**src/rtl/inst_queue.sv**
```systemverilog
// Decoded-packet FIFO between decoder and dispatcher; head retires whenever the dispatcher is not stalled.
// Enqueue-to-head latency 1 cycle, no bypass; upstream is backpressured by full, flush squashes all entries.
package inst_queue_pkg;
    typedef struct packed {
        logic [31:0] pc;
        logic [31:0] inst;
        logic [6:0]  opcode;
        logic [4:0]  rd;
        logic [4:0]  rs1;
        logic [4:0]  rs2;
    } decoded_pack_t;
endpackage

module inst_queue
    import inst_queue_pkg::*;
#(
    parameter int DEPTH = 8,
    parameter int CNT_W = $clog2(DEPTH) + 1
) (
    input  logic                 clk,
    input  logic                 reset,
    input  logic                 flush,
    input  logic                 in_valid,
    input  decoded_pack_t        in_pack,
    input  logic                 dispatch_stall,
    output logic                 out_valid,
    output decoded_pack_t        out_pack,
    output logic                 full,
    output logic                 empty,
    output logic [CNT_W-1:0]     count,
    output logic                 overflow_err
);
    localparam int PTR_W = $clog2(DEPTH);

    decoded_pack_t    mem [DEPTH];
    logic [PTR_W-1:0] head_ptr;
    logic [PTR_W-1:0] tail_ptr;
    logic             enq;
    logic             deq;

    // Status is decoded from the registered count only, so no input reaches an output combinationally.
    assign full      = (count == CNT_W'(DEPTH));
    assign empty     = (count == '0);
    assign out_valid = !empty;
    assign out_pack  = empty ? '0 : mem[head_ptr];

    // full is the pre-dequeue value: a full queue rejects even when the head retires this cycle.
    assign enq = in_valid && !full && !flush;
    assign deq = out_valid && !dispatch_stall && !flush;

    always_ff @(posedge clk) begin
        if (enq) begin
            mem[tail_ptr] <= in_pack;
        end
    end

    always_ff @(posedge clk or posedge reset) begin
        if (reset) begin
            head_ptr     <= '0;
            tail_ptr     <= '0;
            count        <= '0;
            overflow_err <= 1'b0;
        end else begin
            if (in_valid && full) begin
                overflow_err <= 1'b1;
            end
            if (flush) begin
                head_ptr <= '0;
                tail_ptr <= '0;
                count    <= '0;
            end else begin
                if (enq) begin
                    tail_ptr <= tail_ptr + 1'b1;
                end
                if (deq) begin
                    head_ptr <= head_ptr + 1'b1;
                end
                count <= count + CNT_W'(enq) - CNT_W'(deq);
            end
        end
    end
endmodule

```
**config.mk**
```make
export PLATFORM = sky130hd
export DESIGN_NAME = inst_queue
export DESIGN_NICKNAME = d
export VERILOG_FILES = /design/src/rtl/inst_queue.sv
export SDC_FILE = /design/constraint.sdc
export NUM_CORES = 1
export LEC_CHECK = 0
export CAP_MARGIN = 20
export CORE_MARGIN = 2
export CORE_UTILIZATION = 50
export DETAILED_ROUTE_END_ITERATION = 16
export PLACE_DENSITY = 0.67
export SYNTH_ARGS = -nofsm -noshare
export SYNTH_HDL_FRONTEND = slang
export SYNTH_SLANG_ARGS = --single-unit
```
**constraint.sdc**
```tcl
create_clock -name clk -period 11.1 [get_ports clk]
set_input_delay 1.665 -clock clk [delete_from_list [all_inputs] [get_ports clk]]
set_output_delay 1.665 -clock clk [all_outputs]
set_load 0.02 [all_outputs]
```
Word-level counts from Yosys, hierarchy flattened:

Memories as Yosys holds them, arrays and structs flattened.
Cells that the tools add are included.

* register bits after elaboration: 11
* memory bits (writable): 688
* input bits: 91
* output and inout port bits: 94
* word-level logic and storage cells: 30
* memories kept: 1

* add/subtract/negate cells: 4
* equal/unequal tests: 1
* mux-type cells: 8
* reduce and logical (&&, ||, !) cells: 12

Memories
* mem: depth 8, width 86, rd ports 1, clocked after memory_dff 0, wr ports 1, RTL line 35 `decoded_pack_t mem [DEPTH];`

Operator list (number)
* $mux 86: 1
* $mux 3: 4
* $add 3x1->3 const B: 2
* $logic_and 1x1->1: 5
* $add 4x1->4: 1
* $eq 4x4->1 const B: 1
* $logic_not 1->1: 4
* $logic_not 4->1: 1
* $mux 4: 1
* $reduce_bool 2->1: 2
* $sub 4x1->4: 1
* $mux 1: 2

Logic depth before layout (Yosys ltp):

* word-level depth: 7
* mapped depth: 12
* mapped depth without buffers: 11

Worst setup path after synthesis:

No wires, ideal clock.

* path type: input to register
* from: input port in_valid
* to: memory mem[0][0] (netlist name) (enable)
* library setup time: 0.636 ns
* arrival time: 8.137 ns
* data required time: 10.464 ns
* setup slack: 2.328 ns
* cell stages on the path: 3
* buffers on the path: 0
* cells stage by stage: inv_1 or4_1 nor3_1

* longest elaborated chain between the ends: 4

RTL lines
* start, declared: RTL line 23 `input logic in_valid,`
* $logic_and 1x1->1 (2 in a row): RTL line 48 `assign enq = in_valid && !full && !flush;`
* $mux 1: RTL line 52 `if (enq) begin`
* $mux 1 (implied by the code): RTL line 53 `mem[tail_ptr] <= in_pack;`
* end, declared: RTL line 35

Every way passes these cells.

==> results.md <==
* Mapped Area at 26300 um^2
* Ys async rst share at 1.57%
* DR WL met2 at 26.0 mm
* Synth Area per Inst at 24.2 um^2
* Max-slew violation count at 0
* Most common cell after layout, fill and taps aside: edfxtp_1
* Nets@finish at 1408
* WL/cell at 25.5 um
* Final min period at 5.70 ns
* CTS tree: done
* Max incr delay on CP at 0.76 ns
* Routed vias at 12060
* Most frequent cells in the layout: 688 x edfxtp_1, 184 x clkdlybuf4s50_1, 172 x mux4_2, 86 x a22o_1, 73 x clkbuf_16
* Inserted Clock Buffers at 72
* Fill count at 3678
* WL final at 52.1 mm
* Pwr/cell area at 227 nW/um^2
* Max frequency at 0.176 GHz
* Wl on met1 at 21.8 mm
* DRT Pass-1 Iters at 5
* Share of cells above drive strength 1 at 22.7%
* Status: finished, final reports clean
* Initial Util at 50.3%
* Worst clock skew at 0.0141 ns
* Row Count at 84
* Crit path max fanout at 61
* Crit path DAT at 4.03 ns
* Top Metal Used: met5
* LEAKAGE at 9.83 nW
* Post-DP Area at 29000 um^2
* Worst vdd ir at 153 uV
* Quantity of hold-fixing buffers added after cts at 0
* DRT iter0 DRCs at 954
* FF+latch count, synth at 699
* IO Pins at 185
* Met3 routed WL at 3.09 mm
* Antenna viol nets, final at 0
* Post-cts resize count at 0
* Clock transition at path regs at 0.06 ns
* Cell Chain, Critical Path: inv_1 -> ha_1 -> or3b_1 -> inv_2 -> nor2_4 -> buf_4 -> a22o_1 -> clkdlybuf4s50_1
* Initial antenna violation count at 3
* Worst-Margin Slew at 1.05 ns
* CTS Sinks at 699
* GP Congestion at 0.744
* All-layer global routing usage at 19.6%
* Largest net degree at the start of global routing at 81
* Total nets after synthesis at 1185
* Clock buffer depth at 3
* Max-cap viol count at 0
* Final HPWL DP at 27.6 mm
* Htree depth at 3
* Die width at 233 um
* CP top delay family: buffers and inverters
* Number of global-route vias before repair at 12540
* CP max stage cell: buf_4
* Worst path bufs/invs at 4
* Register area share after synthesis at 79.6%
* Worst hold margin at 0.453 ns
* Crit Path Class: register to output pin
* Slew margin rel. at 29.9%
* Setup bufs post-CTS at 0
* Vias per cell at 5.90
* Die height at 233 um
* Core area at 52300 um^2
* Crit start category: register
* Setup crit end kind: output pin
* EDFF count, synth at 688
* Final period utilization at 51.3%
* Die Area at 54500 um^2
* Antenna cells at 0
* Worst Path Required at 9.44 ns
* RSZ-0062 raised after global routing: false
* Post-route cell area at 31300 um^2
* First-pass GRT wire length at 77.8 mm
* Placed Cells at 1920
* Setup TNS at 0 ns
* Min-delay worst type: register to register
* Utilization of the core after routing at 59.8%
* Mapped Cells at 1085
* Latest clock arrival within the worst-skew pair at 0.59 ns
* DRC viols at 0
* Cell variety after synth at 29
* Ys Warns at 0
* Grt total ovfl at 0
* Port-buffer cells at 184
* Area growth syn-to-layout at 18.9%
* Hold Vio Cnt, Final at 0
* Final std cells w/o fill at 2043
* Clock root buffer master: clkbuf_16
* Prevailing post-synth register cell: edfxtp_1
* Setup violators final at 0
report_power, final:
| group | internal, mW | switching (mW) |
|---|---|---|
| combinational | 0.847 | 0.875 |
| clock | 1.40 | 0.926 |
| sequential | 2.98 | 0.0557 |
layout make-up:
| cell class | count | area (um^2) | area share [%] |
|---|---|---|---|
| sequential | 699 | 20900 | 67.0 |
| multi-input combinational | 316 | 5100 | 16.3 |
| timing repair buffer | 209 | 2080 | 6.66 |
| clock buffer | 87 | 1880 | 6.01 |
| tap | 688 | 861 | 2.75 |
| clock inverter | 34 | 379 | 1.21 |
| inverter | 10 | 37.5 | 0.120 |
sequential cells by signal, summed over array words and instances (netlist names):
name,flops
head_ptr,3
mem,688
count,4
tail_ptr,3
overflow_err,1
stage by stage:
step	total power, mW	setup WS [ns]
floorplan	4.15	2.33
global placement	4.82	5.88
detailed placement	4.83	5.85
CTS	7.17	5.21
global route	7.36	5.20
finish	7.09	5.40
per-layer routing:
layer	vias up	GRT usage, %
li1	5143	-
met1	6461	27.6
met2	361	31.4
met3	91	3.77
met4	4	6.35
met5	-	0
Yosys cell counts, drive strengths merged (2+ instances only):
cell type | n | area [um^2]
edfxtp | 688 | 20700
mux4 | 172 | 3870
a22o | 86 | 753
buf | 30 | 190
clkbuf | 30 | 113
dfrtp | 11 | 275
nor2 | 11 | 41.3
inv | 10 | 37.5
ha | 8 | 100
a21oi | 5 | 25.0
nor2b | 5 | 31.3
nand3 | 4 | 20.0
o21ai | 4 | 20.0
mux2 | 3 | 33.8
nor3 | 3 | 15.0
or3 | 3 | 18.8
a21o | 2 | 15.0
nand2b | 2 | 12.5
or3b | 2 | 17.5
worst register-to-register path: cells and delay by family, from the launching register on:
| kind | cells | cell delay, ns |
|---|---|---|
| adders and majority gates | 1 | 0.20 |
| buffers and inverters | 3 | 0.98 |
| DFF | 1 | 0.35 |
| and+or+nand+nor | 3 | 1.49 |
final timing paths:
| path | startpoint | end | slack [ns] | cells past startpoint |
|---|---|---|---|---|
| worst max-delay path | count[2]$_DFF_PP0_ | out_pack[5] | 5.40 | 8 |
| worst min-delay path | overflow_err$_DFFE_PP0P_ | overflow_err$_DFFE_PP0P_ | 0.45 | 1 |
| worst max register to register | count[2]$_DFF_PP0_ | mem[4][46]$_DFFE_PP_ | 7.66 | 7 |
| worst min register to register | overflow_err$_DFFE_PP0P_ | overflow_err$_DFFE_PP0P_ | 0.45 | 1 |
| max in group asynchronous | reset | head_ptr[0]$_DFFE_PP0P_ | 9.35 | 2 |
| min in group asynchronous | reset | head_ptr[2]$_DFFE_PP0P_ | 1.39 | 2 |
cells by family (layout without fill, tap and decap cells):
kind of cell	Yosys count	count (layout)	synth area share (%)
buf+inv	70	340	1.29
fa+ha+maj	9	9	0.457
simple gates	34	34	0.704
compound gates	97	97	3.09
xor+xnor	1	1	0.0333
mux	175	175	14.9
flops	699	699	79.6
No activity file was read; power rests on OpenSTA's default activity.
